File: config.mk
export PLATFORM = sky130hd
export DESIGN_NAME = shared_reg_arbiter
export DESIGN_NICKNAME = d
export VERILOG_FILES = /design/src/rtl/shared_reg_arbiter.sv
export SDC_FILE = /design/constraint.sdc
export NUM_CORES = 1
export LEC_CHECK = 0
export CELL_PAD_IN_SITES_DETAIL_PLACEMENT = 0
export CELL_PAD_IN_SITES_GLOBAL_PLACEMENT = 2
export CORE_MARGIN = 2
export CORE_UTILIZATION = 24
export DETAILED_ROUTE_END_ITERATION = 10
export HOLD_SLACK_MARGIN = 0.08
export PLACE_DENSITY = 0.9
export SLEW_MARGIN = 20
export SYNTH_ARGS = -nofsm -noshare
export SYNTH_HDL_FRONTEND = slang
export SYNTH_SLANG_ARGS = --single-unit
File: constraint.sdc
create_clock -name clk -period 2.55 [get_ports clk]
set_clock_uncertainty 0.2 [all_clocks]
set_input_delay 0.765 -clock clk [delete_from_list [all_inputs] [get_ports clk]]
set_output_delay 0.765 -clock clk [all_outputs]
set_load 0.01 [all_outputs]
File: src/rtl/shared_reg_arbiter.sv
// Round-robin arbiter that time-shares one WIDTH-bit register between N_REQ requesters.
// Each grant allows at most MAX_HOLD consecutive writes and is followed by one idle cycle.
module shared_reg_arbiter #(
  parameter int N_REQ    = 4,
  parameter int WIDTH    = 8,
  parameter int MAX_HOLD = 4
) (
  input  logic                       clk,
  input  logic                       rst,
  input  logic [N_REQ-1:0]           req,
  input  logic [N_REQ*WIDTH-1:0]     wdata,
  output logic [N_REQ-1:0]           gnt,
  output logic [N_REQ-1:0]           wr_ack,
  output logic [WIDTH-1:0]           q,
  output logic [$clog2(N_REQ)-1:0]   owner,
  output logic                       busy
);

  localparam int IDW = $clog2(N_REQ);
  localparam int CW  = (MAX_HOLD > 1) ? $clog2(MAX_HOLD) : 1;

  typedef enum logic {IDLE, GRANT} state_t;

  state_t           state_q, state_d;
  logic [IDW-1:0]   ptr_q, ptr_d;
  logic [CW-1:0]    cnt_q, cnt_d;
  logic [N_REQ-1:0] gnt_q, gnt_d;
  logic [N_REQ-1:0] wr_ack_q, wr_ack_d;
  logic [WIDTH-1:0] q_q, q_d;
  logic [IDW-1:0]   owner_q, owner_d;
  logic             busy_q, busy_d;

  logic [WIDTH-1:0] wdata_arr [N_REQ];
  logic [WIDTH-1:0] owner_wdata;
  logic             owner_req;
  logic             found;
  logic [IDW-1:0]   pick;
  logic [IDW:0]     cand;
  logic [IDW-1:0]   next_ptr;
  logic             last_write;

  genvar gi;
  generate
    for (gi = 0; gi < N_REQ; gi++) begin : g_slice
      assign wdata_arr[gi] = wdata[gi*WIDTH +: WIDTH];
    end
  endgenerate

  assign owner_wdata = wdata_arr[owner_q];
  assign owner_req   = req[owner_q];
  assign next_ptr    = (owner_q == IDW'(N_REQ - 1)) ? '0 : owner_q + 1'b1;
  assign last_write  = (cnt_q == CW'(MAX_HOLD - 1));

  // Rotating priority search starting at ptr_q; the extra bit of cand lets the
  // wrap be done by subtraction so non-power-of-two N_REQ never overshoots.
  always_comb begin
    found = 1'b0;
    pick  = '0;
    cand  = '0;
    for (int k = 0; k < N_REQ; k++) begin
      cand = {1'b0, ptr_q} + (IDW+1)'(k);
      if (cand >= (IDW+1)'(N_REQ)) cand = cand - (IDW+1)'(N_REQ);
      if (!found && req[cand[IDW-1:0]]) begin
        found = 1'b1;
        pick  = cand[IDW-1:0];
      end
    end
  end

  always_comb begin
    state_d  = state_q;
    ptr_d    = ptr_q;
    cnt_d    = cnt_q;
    gnt_d    = gnt_q;
    wr_ack_d = '0;
    q_d      = q_q;
    owner_d  = owner_q;
    busy_d   = busy_q;
    case (state_q)
      IDLE: begin
        gnt_d = '0;
        if (found) begin
          gnt_d[pick] = 1'b1;
          owner_d     = pick;
          cnt_d       = '0;
          busy_d      = 1'b1;
          state_d     = GRANT;
        end
      end
      GRANT: begin
        if (owner_req) begin
          q_d      = owner_wdata;
          wr_ack_d = N_REQ'(1) << owner_q;
          cnt_d    = cnt_q + 1'b1;
        end
        // Release on a dropped request or on the final permitted write.
        if (!owner_req || last_write) begin
          gnt_d   = '0;
          busy_d  = 1'b0;
          ptr_d   = next_ptr;
          cnt_d   = '0;
          state_d = IDLE;
        end
      end
      default: begin
        gnt_d   = '0;
        busy_d  = 1'b0;
        state_d = IDLE;
      end
    endcase
  end

  always_ff @(posedge clk) begin
    if (rst) begin
      state_q  <= IDLE;
      ptr_q    <= '0;
      cnt_q    <= '0;
      gnt_q    <= '0;
      wr_ack_q <= '0;
      q_q      <= '0;
      owner_q  <= '0;
      busy_q   <= 1'b0;
    end else begin
      state_q  <= state_d;
      ptr_q    <= ptr_d;
      cnt_q    <= cnt_d;
      gnt_q    <= gnt_d;
      wr_ack_q <= wr_ack_d;
      q_q      <= q_d;
      owner_q  <= owner_d;
      busy_q   <= busy_d;
    end
  end

  assign gnt    = gnt_q;
  assign wr_ack = wr_ack_q;
  assign q      = q_q;
  assign owner  = owner_q;
  assign busy   = busy_q;

endmodule
[Yosys cells after proc, flatten, opt, wreduce, memory -nomap -nowiden]
Cells that the tools add are included.
Operators by class
  shift operators: 1
  equal/unequal tests: 5
  bitwise logic cells: 3
  reduce and logical (&&, ||, !) cells: 15
  magnitude comparators: 12
  muxes and demuxes: 41
  $add $sub $neg: 9
Operators by type and width (number)
  2-bit 2-to-1 mux: 12
  2-bit by 3-bit < comparator with 1-bit output (second input constant): 6
  8-bit binary-select mux with 2-bit select: 1
  8-bit 2-to-1 mux: 2
  1-bit 2-to-1 mux: 14
  3-bit >= comparator (second input constant): 4
  1-bit binary-select mux with 2-bit select: 5
  2-bit AND reduction: 5
  4-bit 2-to-1 mux: 2
  4-bit one-hot mux with 2 select lines: 1
  2-bit by 1-bit subtractor with 2-bit output (second input constant): 4
  2-bit by 2-bit adder with 3-bit output (second input constant): 2
  2-bit by 1-bit adder with 2-bit output (second input constant): 2
  2-bit == test (second input constant): 2
  1-bit logical AND: 4
  1-bit zero test: 4
  1-bit one-hot mux with 2 select lines: 2
  2-bit one-hot mux with 2 select lines: 1
  1-bit by 2-bit << shifter with 4-bit output (first input constant): 1
  2-bit by 1-bit adder with 3-bit output (second input constant): 1
  2-bit by 3-bit >= comparator with 1-bit output (second input constant): 1
  3-bit by 1-bit inequality test with 1-bit output (second input constant): 1
  2-bit NOT with 3-bit output: 1
  3-bit OR reduction: 1
  6 further kinds: 7
Storage, ports and cells
  output and inout bits: 19
  register bits: 24
  input bits: 38
  logic and storage cells: 94

[Logic depth before layout (Yosys ltp)]
Gate-level depths: netlist of run 1.
  word-level depth: 20
  depth in mapped cells: 6
  mapped depth without buffers: 5

[Least setup slack after synthesis of run 1]
OpenSTA, ideal clock, no wires.
  path kind: input to register
  start: in req[3]
  end: reg q_q[1] (netlist: q[1])
  setup slack: 0.464 ns
  cell stages on the path: 5
  required time: 2.222 ns
  library setup time: 0.128 ns
  path buffers: 1
  arrival: 1.759 ns
  cells stage by stage: mux4_2 > nand2_4 > buf_12 > mux2i_1 > nor2_1
On the way
  word-level cells in the longest chain between the ends: 3
RTL lines
  start: declaration: line 10  | input logic [N_REQ-1:0] req,
  1-bit binary-select mux with 2-bit select: line 50  | assign owner_req = req[owner_q];
  1-bit 2-to-1 mux (implied by the code): line 50
  2-bit AND reduction (no line)
  end signal: assignment: line 129  | q_q <= q_d;
  end: declaration: line 29  | logic [WIDTH-1:0] q_q, q_d;
No other way between the ends. The select of a mux whose other input is x is not followed.
A chain may end at the register's enable or synchronous reset.

[Worst setup path after layout of run 1]
  start: in req[2]
  end: reg gnt_q[3] (netlist: gnt[3])
On the way
  word-level cells in the longest chain between the ends: 18
  elaborated cells between the ends (all ways): 34
  classes of those cells: 2 x order compare; 1 x eq/ne; 22 x mux; 9 x reduce/logical
RTL lines
  1-bit binary-select mux with 2-bit select: line 63  | if (!found && req[cand[IDW-1:0]]) begin
  1-bit 2-to-1 mux (implied by the code): line 63
  1-bit 2-to-1 mux: line 63
  1-bit zero test: line 63
  1-bit logical AND: line 63
  1-bit 2-to-1 mux: line 63
  1-bit zero test: line 63
  1-bit logical AND: line 63
  (+2 left out)
  1-bit logical AND: line 63
  2-bit 2-to-1 mux: line 63
  2-bit by 3-bit < comparator with 1-bit output (implied by the code) / 2-bit by 1-bit >= comparator with 1-bit output (equally long branches): line 83  | gnt_d[pick] = 1'b1;
  1-bit logical AND (implied by the code): line 83
  1-bit 2-to-1 mux (implied by the code): line 83
  1-bit demux with 2-bit select: line 83
  4-bit 2-to-1 mux: line 82  | if (found) begin
  4-bit one-hot mux with 2 select lines: line 79  | case (state_q)
  end signal: assignment: line 127  | gnt_q <= gnt_d;
  end: declaration: line 27  | logic [N_REQ-1:0] gnt_q, gnt_d;
Several ways; a longest one is shown, not always the timed one. The select of a mux whose other input is x is not followed.

==> results.md, run 1 <==
* FF+latch count, synth at 24
* M1 GR Usage at between 10% and 20%
* RSZ-0062 raised after global routing: no
* R2R Setup Slk at ~0.66 ns
* Post-synth top cells: dfxtp_1 (24), nor2_1 (14), mux2i_1 (10), a21oi_1 (5), mux4_2 (5)
* Largest net degree at the start of global routing at 16
* Count leader, synth: dfxtp_1
* CTS Root Cell: clkbuf_8
* Largest area contributor in the netlist: dfxtp_1
* Met2 Use GR at 22.3%
* Setup violators final at 0
* Initial DRC Count at 24
* Worst hold path depth at 2
* Post-Synthesis Cells at around 110
* Clock buffer depth at 2
* Synth warn at 0
* Post-synth top area share at roughly two fifths
* WL/cell at about 14 um
* Max_cap viols at 0
* Post-CTS sizing at 0
* First-pass GRT wire length at 5.48 mm
* Worst-Skew Late Latency at between 0.2 and 0.3 ns
* Critical Path Max Stage Delay at between 0.4 and 0.5 ns
* Port buffer count at 56
* Core Area at between 4000 and 5000 um^2
* IO Pins at 57
* Yosys cell types at 32
* Max-slew violation count at 0
* Initial antenna violation count at 0
* FF-to-FF End: ptr_q[1]
* DPL Wire Length at roughly 2.7 mm
* Die Height at ~75 um
* GR Overflow Total at 0
* Int Pwr at around 0.68 mW
* CTS clk-pin slew, worst paths at around 0.080 ns
* Total GRT Usage at around an eighth
* Leak pwr at about 0.77 nW
* Period minus WS final at ~2.4 ns
* Share of cells above drive strength 1 at about an eighth
* Post-route cell area at 1950 um^2
* Mapped Area at 1210 um^2
* Status: completed
* Post-CTS Repair Setup Buffers at 0
* Sw frac at about a quarter
* Footprint of the multi-input gates at approximately 670 um^2
* Worst path depth at 6
* DRT antenna net count at 0
* Row Count at 25
* Syn Nets at approximately 150
* WP buf/inv at 2
* Worst-Margin Slew at approximately 0.55 ns
* Clock Sinks at 24
* Async S/R FF share, synth at 0%
* Reg2Reg Depth at 4
* CTS tree: built
* DIE AREA at ~5600 um^2
* Register area at 480 um^2
* Crit path DAT at 2.40 ns
* Clock power frac at approximately 24%
* Worst setup SP type: input pin
* Reg2reg start: owner[0]
* Final wirelength at 3.41 mm
* Die W at around 75 um
* Pwr Density at 474 nW/um^2
* Register area share after synthesis at 39.6%
* Number of diodes at 0
* Gr busiest metal: met2
* Top cells by area, synth: dfxtp_1 (40%), mux4_2 (9.3%), mux4_1 (8.7%)
* Gpl congestion at about 0.74
* Part of the power in combinational logic at between 30% and 40%
* Hold buffers post-CTS at 0
* Filler Cell Count at between 400 and 500
* Fin nets at about 210
* Syn avg cell area at approximately 11 um^2
* Pre-Repair DR Iteration Count at 4
* Final Hold Viols at 0
* Vias in the first global route at roughly 1200
* Post-Place Cell Area at ~1900 um^2
* WP data required at roughly 2.6 ns
* Crit path kind: in -> reg
* Primary FF master, synth: dfxtp_1
* Slowest cell on the critical path: a221oi_1
* CTS Buf Count at 3
* Final period utilization at 93.7%
* Crit path capture: gnt[3]
* Crit. End Element: register
* Initial Utilization at between 20% and 30%
* DR vias/cell at around 4.7
* Relative slew slack at between 60% and 70%
* Worst Hold Class: reg -> reg
* Vias at 1123
* DRC at 0
* EDFF count, synth at 0
* Layout Area Growth over Synthesis at 60.6%
* CP top delay family: compound AO/OA/AOI/OAI gates
* Worst-path fanout max at 4
* Peak VDD IR at 218 uV
* Peak Freq at ~0.42 GHz
* GR Util met3 at under 10%
* CP startpoint: req[2]
* P_sw at about 0.24 mW
* Total power at approximately 0.92 mW
* Sequential share of power at between 40% and 50%
* H-tree depth at 1
* Cell chain of the critical path: clkdlybuf4s50_1, buf_4, nor2b_1, a21o_1, a221oi_1, a32o_1
-- cell usage in the layout, fill, tap and decap left out --
master and instances:
a21boi_4 1, a21o_1 3, a21oi_1 5, a221o_1 1, a221oi_1 1, a32o_1 4, buf_12 1, buf_4 10
clkbuf_8 3, clkdlybuf4s50_1 56, dfxtp_1 24, ha_1 2, inv_1 3, mux2i_1 10, mux4_1 4, mux4_2 5
nand2_1 2, nand2_4 1, nand2b_1 2, nand4_1 1, nor2_1 14, nor2b_1 2, nor3_1 4, nor3b_1 1
nor4_1 2, nor4b_1 2, nor4bb_1 1, o21ai_0 1, o311ai_0 1, o31a_1 1, o31ai_1 1, or3_1 1
-- worst reg2reg max path, delay by kind of cell, from the launching register on --
| family | cells | cell delay [ns] |
|---|---|---|
| compound gates | 1 | 0.26 |
| simple gates | 1 | 0.05 |
| mux | 2 | 0.83 |
| flops | 1 | 0.42 |
-- sequential cells by signal (all words and copies together), names as in the netlist --
signal   flops
busy         1
cnt_q        2
gnt          4
owner        2
ptr_q        2
q            8
state_q      1
wr_ack       4
-- kinds of logic after synthesis --
group                      share of synthesized area (%)
AOI/OAI and AO/OA                                   12.8
adders and majority gates                           2.06
buffers and inverters                               4.75
DFF                                                 39.6
muxes                                               26.2
and+or+nand+nor                                     14.6
-- per-layer routing --
| metal | share of wire [%] | up-vias |
|---|---|---|
| met5 | 0 | - |
| met4 | 1.2 | 0 |
| met3 | 6.2 | 5 |
| met2 | 50 | 46 |
| met1 | 43 | 535 |
| li1 | - | 537 |
-- layout make-up --
| type | count | area share, % |
|---|---|---|
| Inverter | 3 | 0.578 |
| Sequential cell | 24 | 24.7 |
| Multi-Input combinational cell | 73 | 34.6 |
| Tap cell | 67 | 4.31 |
| Timing Repair Buffer | 67 | 33.7 |
| Clock buffer | 3 | 2.12 |
-- worst min-delay path by stage --
stage / slack, ns / start / to
finish: 0.27 / cnt_q[1] / cnt_q[1]
global route: 0.30 / cnt_q[1] / cnt_q[1]
CTS: 0.27 / cnt_q[1] / cnt_q[1]
detailed placement: 0.26 / cnt_q[1] / cnt_q[1]
global placement: 0.25 / cnt_q[1] / cnt_q[1]
floorplan: 0.24 / cnt_q[1] / cnt_q[1]
-- per-stage QoR --
stage / util (%) / std cells / setup WS [ns] / hold slack (ns) / setup TNS [ns]
CTS: 40.7 / 237 / 0.180 / 0.269 / 0
detailed placement: 39.8 / 234 / -0.102 / 0.257 / -0.823
floorplan: - / 106 / 0.464 / 0.236 / 0
finish: 40.7 / 237 / 0.160 / 0.265 / 0
global route: 40.7 / 237 / 0.101 / 0.298 / 0
global placement: 39.8 / 234 / -0.0365 / 0.245 / -0.131
-- power by group through the flow --
stage	Sequential, mW	Clock [mW]	Combinational (mW)
CTS	0.421	0.234	0.282
global route	0.426	0.247	0.301
finish	0.421	0.222	0.278
global placement	0.428	0	0.275
floorplan	0.437	0	0.135
detailed placement	0.430	0	0.281
Power figures use the tool's default switching activity.
==> run 2: changes to the inputs <==
--- a/config.mk
+++ b/config.mk
@@ -5,6 +5,7 @@
 export SDC_FILE = /design/constraint.sdc
 export NUM_CORES = 1
 export LEC_CHECK = 0
+export CAP_MARGIN = 20
 export CELL_PAD_IN_SITES_DETAIL_PLACEMENT = 0
 export CELL_PAD_IN_SITES_GLOBAL_PLACEMENT = 2
 export CORE_MARGIN = 2
@@ -12,7 +13,6 @@
 export DETAILED_ROUTE_END_ITERATION = 10
 export HOLD_SLACK_MARGIN = 0.08
 export PLACE_DENSITY = 0.9
-export SLEW_MARGIN = 20
 export SYNTH_ARGS = -nofsm -noshare
 export SYNTH_HDL_FRONTEND = slang
 export SYNTH_SLANG_ARGS = --single-unit
==> results of run 2 <==
Final layout, timing and power as in run 1 (identical DEF).
==> edit (flow settings as in run 2) <==
Set the parameter `N_REQ` to 2 (it was 4).
--- a/src/rtl/shared_reg_arbiter.sv
+++ b/src/rtl/shared_reg_arbiter.sv
@@ -1,7 +1,7 @@
 // Round-robin arbiter that time-shares one WIDTH-bit register between N_REQ requesters.
 // Each grant allows at most MAX_HOLD consecutive writes and is followed by one idle cycle.
 module shared_reg_arbiter #(
-  parameter int N_REQ    = 4,
+  parameter int N_REQ    = 2,
   parameter int WIDTH    = 8,
   parameter int MAX_HOLD = 4
 ) (
Ports: changed (5 resized); port bits go from 57 to 34. The function was not compared with the original's and may differ.
==> edit against run 2 <==
  * Hold slack improved by 7.4 ps
  * Final area decreased by 39%
  * Area after synthesis shrank 35%
  * Fmax up 11%
  * Count of clock-buffer cells in the layout grew 1
  * Via count is 37% lower
  * Setup slack improved by 230 ps
  * Power shrank 32%
  * Sequential cell count shrank 6
  * Clock power is 22% lower
  * Routed wire length is 43% lower
  * Combinational power down 50%
==> edit: results (changes against run 2) <==
<table>
<tr><th>Metric</th><th>Value</th></tr>
<tr><th colspan="2">Placement</th></tr>
<tr><td>Detailed placement HPWL</td><td>1470 um (-45%)</td></tr>
<tr><td>Placement-stage cell area</td><td>1150 um^2 (-40%)</td></tr>
<tr><td>Final RePlAce weighted congestion</td><td>0.726 (-1.5%)</td></tr>
<tr><td>DP Cell Count</td><td>151 (-35%)</td></tr>
<tr><th colspan="2">Timing</th></tr>
<tr><td>Measured slew at the worst slew-check pin</td><td>530 ps (-17.0 ps)</td></tr>
<tr><th colspan="2">Detailed routing</th></tr>
<tr><td>Drt total wl</td><td>1930 um (-43%)</td></tr>
<tr><td>Vias post-DR</td><td>712 (-37%)</td></tr>
<tr><td>Detailed router's first-iteration violation count</td><td>12 (-50%)</td></tr>
<tr><th colspan="2">Power and ir drop</th></tr>
<tr><td>Leakage component of the power</td><td>0.000419 uW (-46%)</td></tr>
<tr><td>VDD IR-drop max</td><td>0.358 mV (+64%)</td></tr>
<tr><th colspan="2">Global route</th></tr>
<tr><td>Global-route total usage across every layer</td><td>11.4% (-1.5 points)</td></tr>
<tr><td>First-pass GRT wire length</td><td>3130 um (-43%)</td></tr>
<tr><th colspan="2">Run status</th></tr>
<tr><td>Result of the run</td><td>completed</td></tr>
<tr><th colspan="2">Final layout</th></tr>
<tr><td>Filler-free cell count of the finished design</td><td>155 (-35%)</td></tr>
<tr><td>Fraction of final layout cells sized beyond drive strength 1</td><td>9.01% (-3.3 points)</td></tr>
<tr><td>Number of nets in the final layout</td><td>133 (-37%)</td></tr>
<tr><th colspan="2">Worst setup path</th></tr>
<tr><td>Top Family by Delay on Critical Path</td><td>buffers and inverters</td></tr>
<tr><td>Critical path arrival</td><td>1200 ps (-1200 ps)</td></tr>
<tr><td>Longest individual stage delay on the worst path</td><td>540 ps (+60 ps)</td></tr>
<tr><td>Launching point of the worst reg2reg path</td><td>state_q</td></tr>
<tr><th colspan="2">Clock network</th></tr>
<tr><td>Cell chosen for the clock root</td><td>sky130_fd_sc_hd__clkbuf_4</td></tr>
<tr><td>Clock insertion delay at the later pin of the skew report</td><td>290 ps (+20 ps)</td></tr>
<tr><th colspan="2">Synthesis</th></tr>
<tr><td>Net count after synthesis</td><td>99 (-32%)</td></tr>
<tr><td>Ranking of synthesized cells by instance count</td><td>sky130_fd_sc_hd__dfxtp_1, sky130_fd_sc_hd__a21oi_1, sky130_fd_sc_hd__mux2i_1</td></tr>
<tr><td>Post-synthesis share of cell area spent on full adders, half adders and majority gates</td><td>1.58% (-0.48 points)</td></tr>
<tr><td>Proportion of synthesized chip area in sequential cells</td><td>45.6% (+5.9 points)</td></tr>
<tr><td>Complex-gate fraction of the synthesized area</td><td>23.1% (+10 points)</td></tr>
<tr><th colspan="2">Min path</th></tr>
<tr><td>Source of the worst hold timing path</td><td>gnt[0]</td></tr>
</table>
## edit: cell count changes in the layout (fill, tap and decap cells not counted), moves of 3 or more
cell                              before  now
sky130_fd_sc_hd__clkbuf_4              0    3
sky130_fd_sc_hd__buf_4                10    2
sky130_fd_sc_hd__a211oi_1              0    8
sky130_fd_sc_hd__clkdlybuf4s50_1      56   33
sky130_fd_sc_hd__mux4_1                4    0
sky130_fd_sc_hd__a21oi_1               5   11
sky130_fd_sc_hd__dfxtp_1              24   18
sky130_fd_sc_hd__mux4_2                5    0
sky130_fd_sc_hd__a32o_1                4    0
sky130_fd_sc_hd__nor2_1               14    3
## edit: worst paths after layout
path                 end  slack, ps  cells past startpoint
hold / removal    gnt[0]        270                      1
setup / recovery  gnt[1]        390                      1
hold reg to reg   gnt[0]        270                      1
setup reg to reg    q[2]        760                      3
## edit: stage by stage
stage	hold WS [ps]	utilization (%)	worst slack, ps
after floorplan	254	-	829
after global placement	238	37.0	194
after detailed placement	243	37.0	74.9
after CTS	272	38.2	367
after global routing	305	38.2	316
final	272	38.2	388
## edit: final cells by class
cell class | count | area [um^2]
repair buffers | 35 | 345
multi-input cells | 51 | 377
clock buffers | 4 | 36.3
inverters | 3 | 11.3
flip-flops and latches | 18 | 360
well taps | 44 | 55.1
fillers | 327 | 1920
## edit: logic make-up (layout without fill, tap and decap cells)
group	count (synthesis)	count (layout)
adder cells (fa/ha/maj)	1	1
flip-flops	18	18
buffers and inverters	9	42
AND/OR/NAND/NOR	11	11
multiplexers	11	11
AO/OA/AOI/OAI	28	28
## edit: power breakdown
group / total, uW / internal, uW / switching [uW]
Clock: 174 / 87.0 / 86.8
Sequential: 317 / 301 / 15.9
Combinational: 140 / 82.2 / 57.5
## edit: per-layer routing
layer,up-vias,track usage (%),part of all wire [%]
met3,0,4.83,5.4
li1,355,-,-
met2,20,19.1,51
met4,0,2.43,0
met1,337,13.6,44
met5,-,0,0
